==> src/rtl/elevator_scheduler.sv <==
// elevator_scheduler
//   LOOK-ordered request scheduler and motion sequencer for one elevator car.
//   Floor calls are latched into a pending mask. While idle, the car serves
//   its own floor first. Otherwise it keeps its current heading if calls lie
//   ahead, and reverses only when nothing is ahead. The car steps one floor
//   every MOVE_CYC cycles and holds the door for DOOR_CYC cycles at each stop.
//
// Ports
//   clk        clock, all logic on posedge
//   rst        synchronous active-high reset
//   req        floor call buttons (bitmask, bit 0 = floor 1), pulse or level
//   floor      one-hot current car floor
//   pending    latched, not yet serviced calls
//   dir_up     1 = travelling/preferring up, 0 = down
//   moving     high while the car is travelling between floors
//   door_open  high while the door dwell is running
//   arrive     one-cycle pulse coincident with a new floor value
module elevator_scheduler #(
    parameter int NFLR     = 5,
    parameter int MOVE_CYC = 4,
    parameter int DOOR_CYC = 3
) (
    input  logic            clk,
    input  logic            rst,
    input  logic [NFLR-1:0] req,
    output logic [NFLR-1:0] floor,
    output logic [NFLR-1:0] pending,
    output logic            dir_up,
    output logic            moving,
    output logic            door_open,
    output logic            arrive
);

    localparam int MC_W = $clog2(MOVE_CYC);
    localparam int DC_W = (DOOR_CYC > 1) ? $clog2(DOOR_CYC) : 1;
    localparam logic [NFLR-1:0] FLOOR1 = NFLR'(1);

    typedef enum logic [1:0] {
        S_IDLE = 2'd0,
        S_MOVE = 2'd1,
        S_DOOR = 2'd2
    } state_t;

    state_t          state_q, state_d;
    logic [NFLR-1:0] floor_q, floor_d;
    logic [NFLR-1:0] pending_q, pending_d;
    logic            dir_up_q, dir_up_d;
    logic [MC_W-1:0] mcnt_q, mcnt_d;
    logic [DC_W-1:0] dcnt_q, dcnt_d;
    logic            arrive_q, arrive_d;

    logic [NFLR-1:0] calls;
    logic [NFLR-1:0] lower_mask;
    logic [NFLR-1:0] step_floor;
    logic [NFLR-1:0] clr;
    logic            here;
    logic            above;
    logic            below;

    // Requests are considered together with latched calls so that a button
    // pressed on the deciding edge is honoured without a cycle of latency.
    // floor_q is one-hot, so floor_q - 1 masks every floor below the car.
    assign calls      = pending_q | req;
    assign lower_mask = floor_q - FLOOR1;
    assign here       = |(calls & floor_q);
    assign below      = |(calls & lower_mask);
    assign above      = |(calls & ~(lower_mask | floor_q));
    assign step_floor = dir_up_q ? {floor_q[NFLR-2:0], 1'b0}
                                 : {1'b0, floor_q[NFLR-1:1]};

    always_ff @(posedge clk) begin
        if (rst) begin
            state_q   <= S_IDLE;
            floor_q   <= FLOOR1;
            pending_q <= '0;
            dir_up_q  <= 1'b1;
            mcnt_q    <= '0;
            dcnt_q    <= '0;
            arrive_q  <= 1'b0;
        end else begin
            state_q   <= state_d;
            floor_q   <= floor_d;
            pending_q <= pending_d;
            dir_up_q  <= dir_up_d;
            mcnt_q    <= mcnt_d;
            dcnt_q    <= dcnt_d;
            arrive_q  <= arrive_d;
        end
    end

    always_comb begin
        state_d  = state_q;
        floor_d  = floor_q;
        dir_up_d = dir_up_q;
        mcnt_d   = mcnt_q;
        dcnt_d   = dcnt_q;
        arrive_d = 1'b0;
        clr      = '0;
        case (state_q)
            S_IDLE: begin
                if (here) begin
                    state_d = S_DOOR;
                    clr     = floor_q;
                    dcnt_d  = '0;
                end else if (above && (dir_up_q || !below)) begin
                    dir_up_d = 1'b1;
                    state_d  = S_MOVE;
                    mcnt_d   = '0;
                end else if (below) begin
                    dir_up_d = 1'b0;
                    state_d  = S_MOVE;
                    mcnt_d   = '0;
                end
            end
            S_MOVE: begin
                if (mcnt_q == MC_W'(MOVE_CYC - 1)) begin
                    // A step is taken only while a call lies ahead, so the
                    // shifted floor can never fall off either end.
                    floor_d  = step_floor;
                    arrive_d = 1'b1;
                    mcnt_d   = '0;
                    if (|(calls & step_floor)) begin
                        state_d = S_DOOR;
                        clr     = step_floor;
                        dcnt_d  = '0;
                    end
                end else begin
                    mcnt_d = mcnt_q + 1'b1;
                end
            end
            S_DOOR: begin
                // A call at the open floor extends the dwell instead of
                // being latched as a new request.
                if (|(req & floor_q)) begin
                    clr    = floor_q;
                    dcnt_d = '0;
                end else if (dcnt_q == DC_W'(DOOR_CYC - 1)) begin
                    state_d = S_IDLE;
                    dcnt_d  = '0;
                end else begin
                    dcnt_d = dcnt_q + 1'b1;
                end
            end
            default: state_d = S_IDLE;
        endcase
        pending_d = calls & ~clr;
    end

    always_comb begin
        moving    = (state_q == S_MOVE);
        door_open = (state_q == S_DOOR);
        floor     = floor_q;
        pending   = pending_q;
        dir_up    = dir_up_q;
        arrive    = arrive_q;
    end

endmodule
==> config.mk <==
export PLATFORM = sky130hd
export DESIGN_NAME = elevator_scheduler
export DESIGN_NICKNAME = d
export VERILOG_FILES = /design/src/rtl/elevator_scheduler.sv
export SDC_FILE = /design/constraint.sdc
export NUM_CORES = 1
export LEC_CHECK = 0
export CAP_MARGIN = 20
export CORE_ASPECT_RATIO = 1.4
export CORE_MARGIN = 4
export CORE_UTILIZATION = 55
export CTS_CLUSTER_DIAMETER = 30
export DETAILED_ROUTE_END_ITERATION = 16
export DONT_BUFFER_PORTS = 1
export HOLD_SLACK_MARGIN = 0.15
export PLACE_DENSITY = 0.77
export REMOVE_ABC_BUFFERS = 1
export SYNTH_ARGS = -nofsm -noshare
export SYNTH_HDL_FRONTEND = slang
export SYNTH_SLANG_ARGS = --single-unit
export TNS_END_PERCENT = 20
==> constraint.sdc <==
create_clock -name clk -period 1.65 [get_ports clk]
set_input_delay 0.33 -clock clk [delete_from_list [all_inputs] [get_ports clk]]
set_output_delay 0.33 -clock clk [all_outputs]
set_load 0.02 [all_outputs]
==> results of run 1 <==
## final cells by class
| class | instances | area share |
|---|---|---|
| Inverter | 11 | 0.0291 |
| Multi-Input combinational cell | 93 | 0.462 |
| Timing Repair Buffer | 43 | 0.223 |
| Clock buffer | 4 | 0.0241 |
| Sequential cell | 18 | 0.245 |
| Tap cell | 20 | 0.0167 |
## state kept, by name, indices dropped and copies added (netlist names)
name     cells
arrive       1
floor        5
dir_up       1
dcnt_q       2
mcnt_q       2
state_q      2
pending      5
## what timing repair did
action	4_1_cts	5_1_grt
hold endpoints to repair	14	13
setup endpoints to repair	12	13
resized for setup	7	24
pin swaps	8	5
setup buffers	1	5
hold buffers	1	1
## synthesized netlist by cell type
cell	instances
and2b_1	2
o22ai_1	3
nor3_1	1
a21oi_1	4
o2111ai_1	1
buf_2	2
a211oi_1	3
and2_1	1
a311o_1	1
buf_6	2
or4_1	1
nor2_1	15
o21ai_0	9
a31oi_1	1
nand2_1	8
a222oi_1	1
nand2b_1	1
o211a_1	1
o31ai_1	2
nand4_1	2
mux2i_1	3
o32ai_1	2
or3_1	1
a221oi_1	1
a22oi_1	1
o31a_1	1
nor2b_1	3
nand3_1	6
o41ai_1	2
a311oi_1	1
clkbuf_1	2
o211ai_1	3
dfxtp_1	18
o21bai_1	1
o21a_1	1
ha_1	6
inv_1	11
a2111oi_1	4
## per-layer routing
layer,wire (um),share of wire
met1,1150,0.34
met2,1840,0.55
met3,246,0.073
met4,105,0.031
met5,0,0
## report_power, final
group	internal, mW	total (mW)	switching, mW
Combinational	0.0979	0.248	0.150
Sequential	0.457	0.473	0.0152
Clock	0.135	0.282	0.148
Total	0.690	1.00	0.313
## worst reg2reg max path, delay by kind of cell, from the launching register on
| kind | cells | cell delay (ns) |
|---|---|---|
| AOI/OAI and AO/OA | 5 | 0.97 |
| DFF | 1 | 0.35 |
| adders and majority gates | 1 | 0.28 |
| buffers and inverters | 2 | 0.18 |
| and+or+nand+nor | 1 | 0.07 |
## cell families after synthesis
family / count (synthesis) / share of synthesized area
AOI/OAI and AO/OA: 43 / 0.297
and+or+nand+nor: 41 / 0.184
DFF: 18 / 0.342
buffers and inverters: 17 / 0.0772
adders and majority gates: 6 / 0.0713
muxes: 3 / 0.0285
## worst paths after layout
kind                   from         end  slack (ns)  cells after the start
setup reg to reg   floor[0]   mcnt_q[1]       -0.29                      9
hold / removal          rst  pending[4]        0.19                      2
setup / recovery   floor[0]   mcnt_q[1]       -0.29                      9
hold reg to reg   mcnt_q[1]   mcnt_q[1]        0.52                      2
## through the flow
step / util / TNS (ns)
final: 0.834 / -2.29
after floorplan: - / -2.46
after CTS: 0.764 / -1.23
after global routing: 0.834 / -3.60
after detailed placement: 0.722 / -1.62
after global placement: 0.722 / -0.978
==> qor.txt, run 1 <==
Status -> finished with violations
Failing checks -> setup timing
Clock Latency Late Sink -> 0.30 ns
Rows -> 18
Yosys cell types -> 38
Post-layout net count -> 183
Commonest non-fill, non-tap cell in the layout -> buf_4
Layout cells sized above 1 -> 0.391
Worst slack at placement -> -0.204 ns
H-tree depth -> 1
CTS sink count -> 18
DIE AREA -> 2690 um^2
Antenna Cells -> 0
Worst EP arrival -> 2.15 ns
Maximum clock rate -> 514 MHz
P&R area growth vs syn -> 42.6%
Largest net degree at the start of global routing -> 18
Starting Density -> 0.585
GP Congestion -> 0.901
Top post-synthesis cells by area -> dfxtp_1, ha_1, nor2_1
Final setup viols -> 12
Cell taking the most area after synthesis -> dfxtp_1
Critical path class -> register to register
Fin crit share -> 1.18
Max-cap violation count -> 0
Register area share after synthesis -> 0.342
Power density cells -> 667 nW/um^2
Synth Instances -> 128
Synth warn -> 0
RSZ-0062 raised after global routing -> true
Hold Fails Final Rpt -> 0
Vias -> 1,185
Pleak -> 0.606 nW
Clock buffer depth -> 2
Num CTS Buffers -> 3
Clock root buffer -> clkbuf_4
Reg area -> 368 um^2
Vias per cell -> 6.27
Placed cells -> 177
Worst path slowest cell -> dfxtp_2
PortBufs -> 0
Endpoint required time on the critical path -> 1.86 ns
DRT Wirelength -> 3350 um
Worst-case hold slack -> 0.185 ns
TritonCTS clock tree -> done
Post-route insts no fill -> 189
Crit path max fanout -> 3
Initial antenna violation count -> 0
Syn Area/Cell -> 8.23 um^2
Congestion Overflow GR -> 0
Tot Pwr -> 1.00 mW
Grt met2 use -> 0.437
Filler cells -> 110
Drt drc -> 0
I/O Pins -> 21
Buf/Inv on CP -> 2
Commonest cells after routing, fill and taps aside -> buf_4, nor2_1, dfxtp_1
Max VDD drop -> 0.519 mV
First-pass GRT wire length -> 4770 um
Slew @ Worst Pin -> 0.601 ns
Vias in the first global route -> 1,117
Global-route track usage on met1 -> 0.267
Pre-antenna DRT Iters -> 4
Design area -> 1500 um^2
Detailed Place HPWL -> 2270 um
Placed Area -> 1300 um^2
Critical path launch point type -> register
Die extent in x -> 45.0 um
Slowest stage delay, CP -> 0.35 ns
Clk slew on worst S/H paths -> 0.11 ns
Grt peak-use layer -> met2
Critical Path Sink Type -> register
Setup ws final -> -0.295 ns
Global router's overall resource usage -> 0.242
Post-DRT Antenna Nets -> 0
Core area -> 1800 um^2
Worst path cell trace -> inv_2 -> buf_6 -> nand3_1 -> ha_1 -> o21ai_1 -> o211a_1 -> o211ai_1 -> o21a_1 -> o41ai_2
Multi-input logic area -> 694 um^2
Mean routed wirelength per cell -> 17.7 um
Final Max Tran Viols -> 0
Share of the synthesized area in the top cell type -> 0.342
Initial drt markers -> 46
GR Util met3 -> 0.0301
Post-Syn Area -> 1050 um^2
Max-slew headroom -> 0.598
Crit path time final -> 1.94 ns
Hold WC Path Type -> input pin to register
Clock Skews -> 0.00729 ns
Cell family with most CP delay -> compound AO/OA/AOI/OAI gates
Die Height -> 59.8 um
Seq cells post-synth -> 18
No activity file was read; power rests on OpenSTA's default activity.
==> inputs of run 2 (changes only) <==
Settings changed: CORE_MARGIN 4 to unset.
==> qor.txt, run 2 (synthesis gave the netlist of run 1 again) <==
CP most frequent cell -> buf_6
Layout cells sized above 1 -> 0.383
Endpoint required time on the critical path -> 1.83 ns
Placed Area -> 1320 um^2
RSZ-0062 raised after global routing -> true
Drt drc -> 0
Worst EP arrival -> 2.02 ns
Clk slew on worst S/H paths -> 0.10 ns
Pleak -> 0.610 nW
Max VDD drop -> 0.641 mV
Final Max Tran Viols -> 0
CTS sink count -> 18
First-pass GRT wire length -> 4640 um
Clock root buffer -> clkbuf_4
Critical path launch point type -> register
Antenna Cells -> 0
Final setup viols -> 12
Status -> finished with violations
GP Congestion -> 0.921
Congestion Overflow GR -> 0
Max-cap violation count -> 0
Rows -> 18
Vias per cell -> 6.37
Crit path max fanout -> 5
Clock Skews -> 0.00760 ns
Max-slew headroom -> 0.620
Design area -> 1500 um^2
Crit path time final -> 1.83 ns
Post-layout net count -> 181
I/O Pins -> 21
Detailed Place HPWL -> 2270 um
Clock Latency Late Sink -> 0.31 ns
Worst path slowest cell -> a222oi_1
Post-DRT Antenna Nets -> 0
Pre-antenna DRT Iters -> 5
DRT Wirelength -> 3290 um
H-tree depth -> 1
Initial drt markers -> 45
Failing checks -> setup timing
TritonCTS clock tree -> done
Clock buffer depth -> 2
Critical path class -> register to register
P&R area growth vs syn -> 42.8%
Hold Fails Final Rpt -> 0
Vias -> 1,191
Worst-case hold slack -> 0.203 ns
Vias in the first global route -> 1,111
Starting Density -> 0.592
Core area -> 1780 um^2
Worst slack at placement -> -0.254 ns
Worst path cell trace -> buf_6 -> buf_6 -> a222oi_1 -> nand2_1 -> nor2_2 -> nor3_2 -> a2111oi_1
Maximum clock rate -> 546 MHz
Slowest stage delay, CP -> 0.41 ns
Commonest cells after routing, fill and taps aside -> buf_4, nor2_1, dfxtp_1
PortBufs -> 0
Die Height -> 53.8 um
Slew @ Worst Pin -> 0.568 ns
Mean routed wirelength per cell -> 17.6 um
Hold WC Path Type -> input pin to register
Setup ws final -> -0.182 ns
Fin crit share -> 1.11
Global router's overall resource usage -> 0.332
Largest net degree at the start of global routing -> 18
Initial antenna violation count -> 0
Die extent in x -> 39.0 um
Num CTS Buffers -> 3
Power density cells -> 651 nW/um^2
Tot Pwr -> 0.979 mW
DIE AREA -> 2100 um^2
Critical Path Sink Type -> register
Commonest non-fill, non-tap cell in the layout -> buf_4
## run 2: cell count changes in the layout (fill, tap and decap cells not counted), sizes merged
cell / before / now
buf: 41 / 39
## run 2: routing by layer
| layer | wire, um | share of wire | GRT usage |
|---|---|---|---|
| met1 | 1200 | 0.36 | 0.308 |
| met4 | 147 | 0.045 | 0.201 |
| met2 | 1790 | 0.54 | 0.642 |
| met5 | 0 | 0 | 0 |
| met3 | 152 | 0.046 | 0.0496 |
## run 2: metrics by stage
step	util	setup TNS, ns	std cells
floorplan	-	-2.46	122
global placement	0.740	-1.22	179
detailed placement	0.740	-1.76	179
CTS	0.825	-1.10	186
global route	0.845	-2.73	187
finish	0.845	-1.29	187
## run 2: power breakdown
part | switching, mW | internal [mW]
logic | 0.136 | 0.0878
registers | 0.0144 | 0.459
clock network | 0.147 | 0.135
## run 2: layout make-up
cell class | count | area (um^2)
multi-input cells | 93 | 709
flip-flops and latches | 18 | 365
repair buffers | 41 | 324
fillers | 103 | 275
inverters | 11 | 43.8
clock buffers | 4 | 36.3
well taps | 20 | 25.0
## run 2: timing repair
action	in CTS	in global routing
pin swaps	11	4
buffers inserted	2	0
hold buffers	1	1
gates resized for setup	25	6
endpoints found under the setup margin	12	13
hold endpoints to repair	13	13
## run 2: critical path, delay by kind of cell (launching register included)
family	cells	cell delay, ns
AOI/OAI and AO/OA	2	0.78
and+or+nand+nor	3	0.34
DFF	1	0.36
buffers and inverters	2	0.24
## run 2: final timing paths
| check | slack, ns | endpoint | startpoint | cells past startpoint |
|---|---|---|---|---|
| worst max-delay path | -0.18 | pending[0] | floor[0] | 7 |
| worst min register to register | 0.48 | mcnt_q[1] | mcnt_q[1] | 2 |
| worst max register to register | -0.18 | pending[0] | floor[0] | 7 |
| worst min-delay path | 0.20 | dir_up | rst | 2 |
==> inputs of run 3 (changes only) <==
Settings changed: CELL_PAD_IN_SITES_DETAIL_PLACEMENT set to 2, CELL_PAD_IN_SITES_GLOBAL_PLACEMENT set to 2, CORE_UTILIZATION 55 to 32.
==> qor.txt, run 3 (synthesis gave the netlist of run 1 again) <==
Status -> finished with violations
Failing checks -> setup timing
Commonest non-fill, non-tap cell in the layout -> buf_4
Layout cells sized above 1 -> 0.529
Antenna Cells -> 0
Hold WC Path Type -> input pin to register
Initial drt markers -> 38
Die Height -> 69.9 um
PortBufs -> 0
Worst EP arrival -> 2.05 ns
Critical path class -> register to register
Die extent in x -> 50.5 um
Global router's overall resource usage -> 0.359
Worst-case hold slack -> 0.141 ns
Vias per cell -> 6.18
Critical Path Sink Type -> register
Num CTS Buffers -> 3
DRT Wirelength -> 6330 um
Starting Density -> 0.337
Max-cap violation count -> 0
Maximum clock rate -> 524 MHz
Congestion Overflow GR -> 0
Clock Latency Late Sink -> 0.26 ns
Post-DRT Antenna Nets -> 0
Final setup viols -> 12
Post-layout net count -> 187
Max VDD drop -> 0.446 mV
Final Max Tran Viols -> 0
Fin crit share -> 1.16
Uppermost routed layer -> met4
H-tree depth -> 1
Vias in the first global route -> 1,480
Hold Fails Final Rpt -> 0
I/O Pins -> 21
Clk slew on worst S/H paths -> 0.07 ns
GP Congestion -> 0.918
Worst slack at placement -> -0.346 ns
P&R area growth vs syn -> 64.8%
Critical path launch point type -> register
Core area -> 3120 um^2
Clock buffer depth -> 2
Power density cells -> 644 nW/um^2
Initial antenna violation count -> 0
Crit path time final -> 1.91 ns
Max-slew headroom -> 0.662
Clock Skews -> 0.00269 ns
Commonest cells after routing, fill and taps aside -> buf_4, nor2_1, dfxtp_1
Post-Route M1 WL -> 2380 um
Design area -> 1740 um^2
RSZ-0062 raised after global routing -> true
Detailed Place HPWL -> 3740 um
Rows -> 24
TritonCTS clock tree -> done
Met2 WL post-DR -> 3320 um
Drt drc -> 0
Largest net degree at the start of global routing -> 18
Slew @ Worst Pin -> 0.506 ns
Endpoint required time on the critical path -> 1.80 ns
Pleak -> 0.671 nW
First-pass GRT wire length -> 8960 um
CTS sink count -> 18
Utilization after layout -> 0.556
Mean routed wirelength per cell -> 30.0 um
Setup ws final -> -0.259 ns
Clock root buffer -> clkbuf_8
DIE AREA -> 3530 um^2
Tot Pwr -> 1.12 mW
Placed Area -> 1360 um^2
Pre-antenna DRT Iters -> 5
Vias -> 1,303
Crit path max fanout -> 6
DR WL met3 -> 265 um
run 3: through the flow:
stage	instances	TNS, ns
after floorplan	122	-2.46
after global placement	200	-1.73
after detailed placement	200	-3.04
after CTS	209	-1.32
after global routing	211	-3.24
final	211	-2.37
run 3: path summary, 6_finish.rpt:
path	from	to	slack, ns	depth (start not counted)
worst max-delay path	floor[1]	pending[1]	-0.26	6
worst min-delay path	rst	state_q[0]	0.14	1
worst max register to register	floor[1]	pending[1]	-0.26	6
worst min register to register	dcnt_q[1]	dcnt_q[1]	0.54	2
run 3: critical path, cell delays in order, from the launching register on:
cell       delay [ns]
dfxtp_4          0.36
buf_6            0.16
mux2i_4          0.19
o22ai_2          0.12
o31a_1           0.38
and2b_1          0.21
a2111oi_2        0.37
run 3: cell type report:
type | instances | area, um^2
clock buffer | 3 | 41.3
fill | 321 | 1390
inverter | 11 | 46.3
multi-input combinational | 93 | 853
sequential | 18 | 375
tap | 39 | 48.8
timing repair buffer | 47 | 372
run 3: power by group:
part           total [mW]  switching (mW)  leakage [nW]  internal (mW)
sequential          0.476          0.0217         0.149          0.454
combinational       0.318           0.195         0.500          0.123
clock               0.326           0.163        0.0216          0.163
run 3: timing repair:
item | CTS | global route
cloned | 0 | 0
endpoints found under the hold margin | 10 | 9
endpoints found under the setup margin | 12 | 13
resized for setup | 58 | 8
buffers inserted | 6 | 2
pin swaps | 20 | 2
run 3: metal layers:
metal / vias up / track usage
met5: - / 0
li1: 567 / -
met2: 58 / 0.639
met4: 0 / 0.204
met3: 29 / 0.0458
met1: 649 / 0.395
==> variant: new RTL, config.mk and constraints of run 3 <==
Change the parameter `DOOR_CYC` from 3 to 6.
--- a/src/rtl/elevator_scheduler.sv
+++ b/src/rtl/elevator_scheduler.sv
@@ -19,5 +19,5 @@
     parameter int NFLR     = 5,
     parameter int MOVE_CYC = 4,
-    parameter int DOOR_CYC = 3
+    parameter int DOOR_CYC = 6
 ) (
     input  logic            clk,
Behaviour: not the same (a bounded check fails within 10 cycles, from zero or initial values and one cycle with rst high).
==> variant against run 3 <==
The flow still finishes with violations (negative setup slack); non-clock buffer count is 7 higher; die area is 11% higher; worst setup slack worse by 0.13 ns; synthesized area is 11% higher; sequential cell count is 1 higher; wire length is 1.1% lower; combinational power is 19% lower; design area is 9.8% higher; sequential share of layout area is 1.2 points lower; power is 0.48% lower; via count is 3.4% higher; clock skew is 0.0049 ns higher; sequential power is 6.1% higher; critical endpoint is now mcnt_q[1]; largest power group unchanged.
==> variant: results (changes against run 3) <==
| Metric | Value |
|---|---|
| Setup violators final | 13 (was 12) |
| Global-route wire length before repair | 7886 um (was 8963 um) |
| Placed Cells | 212 (was 200) |
| Post-placement setup slack | -0.3599 ns (was -0.3455 ns) |
| Nets | 199 (was 187) |
| Synth area leaders | dfxtp_1, ha_1, nor2_1 (unchanged) |
| CTS resizes | 28 (was 58) |
| Setup bufs post-CTS | 4 (was 6) |
| Status | finished with violations (unchanged) |
| Sum of negative setup slack | -3.616 ns (was -2.371 ns) |
| WL/cell | 27.80 um (was 29.98 um) |
| I/O Buffers | 0 (unchanged) |
| Setup WS post-layout | -0.3881 ns (was -0.2585 ns) |
| Violated checks | negative setup slack (unchanged) |
| Setup Skew | 0.007613 ns (was 0.002693 ns) |
| Cell variety after synth | 46 (was 38) |
| Synth top cells by count | dfxtp_1, nor2_1, o21ai_0 (was dfxtp_1, nor2_1, inv_1) |
| GPL Wtd Cong | 0.8065 (was 0.9178) |
| Layout cells sized above 1 | 58.38% (was 52.91%) |
| Via count of the routed design | 1347 (was 1303) |
| YS warnings | 0 (unchanged) |
| GR Layer Usage met3 | 4.969% (was 4.575%) |
| Worst slew pin tran | 0.5469 ns (was 0.5064 ns) |
| Critical Path Fanout Max | 3 (was 6) |
| Largest net degree at the start of global routing | 20 (was 18) |
| Vias in the first global route | 1509 (was 1480) |
| Cell Area, Placed | 0.001525 sq mm (was 0.001355 sq mm) |
| Final HPWL DP | 3774 um (was 3745 um) |
| Post-synthesis sequential area ratio | 32.51% (was 34.20%) |
| Clock slew at reported path FFs | 0.09 ns (was 0.07 ns) |
| Drt pass-1 iters | 4 (was 5) |
| M1 GR Usage | 29.87% (was 39.52%) |
| Syn Inst Count | 133 (was 128) |
| Crit path launch | floor[1] (unchanged) |
| Fin cells | 225 (was 211) |
| WP data arrival | 2.23 ns (was 2.05 ns) |
| Gr usage total | 29.35% (was 35.90%) |
| Pleak | 0.7219 nW (was 0.6709 nW) |
| Met2 GRT Util | 54.71% (was 63.85%) |
==> variant: cell types whose count changed in the layout (fill, tap and decap cells not counted), moves of 3 or more <==
cell | run 3 | this run
inv_1 | 7 | 4
nand3_1 | 4 | 1
nand2_1 | 7 | 4
buf_4 | 42 | 50
==> variant: worst max-delay path, cell delays in order, from the launching register on <==
cell      delay [ns]
dfxtp_2         0.35
inv_4           0.08
ha_4            0.15
nand3_4         0.08
ha_4            0.25
o21ai_2         0.05
o211ai_1        0.16
nor3_2          0.30
buf_4           0.20
o211ai_1        0.14
a21oi_1         0.21
==> variant: kinds of logic after synthesis <==
family	synth area share (%)
and+or+nand+nor	18.72
buffers and inverters	5.348
muxes	5.454
adders and majority gates	6.417
DFF	32.51
AOI/OAI and AO/OA	31.55
==> variant: where the power goes <==
part | internal, mW | leakage [nW] | switching [mW]
sequential | 0.478 | 0.156 | 0.0275
clock | 0.168 | 0.0255 | 0.182
combinational | 0.109 | 0.541 | 0.150
==> variant: metal layers <==
metal,share of wire (%),wire length (um)
met2,55,3462
met5,0,0
met3,3.5,216
met1,38,2358
met4,3.5,218
==> variant: worst paths after layout <==
| kind | end | slack, ns | cells after the start |
|---|---|---|---|
| max | mcnt_q[1] | -0.39 | 10 |
| min | mcnt_q[0] | 0.13 | 1 |
| max reg2reg | mcnt_q[1] | -0.39 | 10 |
| min reg2reg | mcnt_q[0] | 0.51 | 2 |
==> variant: final cells by class <==
| type | instances | area, sq um |
|---|---|---|
| clock buffers | 3 | 41.29 |
| clock inverters | 1 | 5.005 |
| fillers | 359 | 1534 |
| inverters | 8 | 32.53 |
| multi-input cells | 100 | 968.4 |
| flip-flops and latches | 19 | 389.1 |
| well taps | 40 | 50.05 |
| repair buffers | 54 | 420.4 |
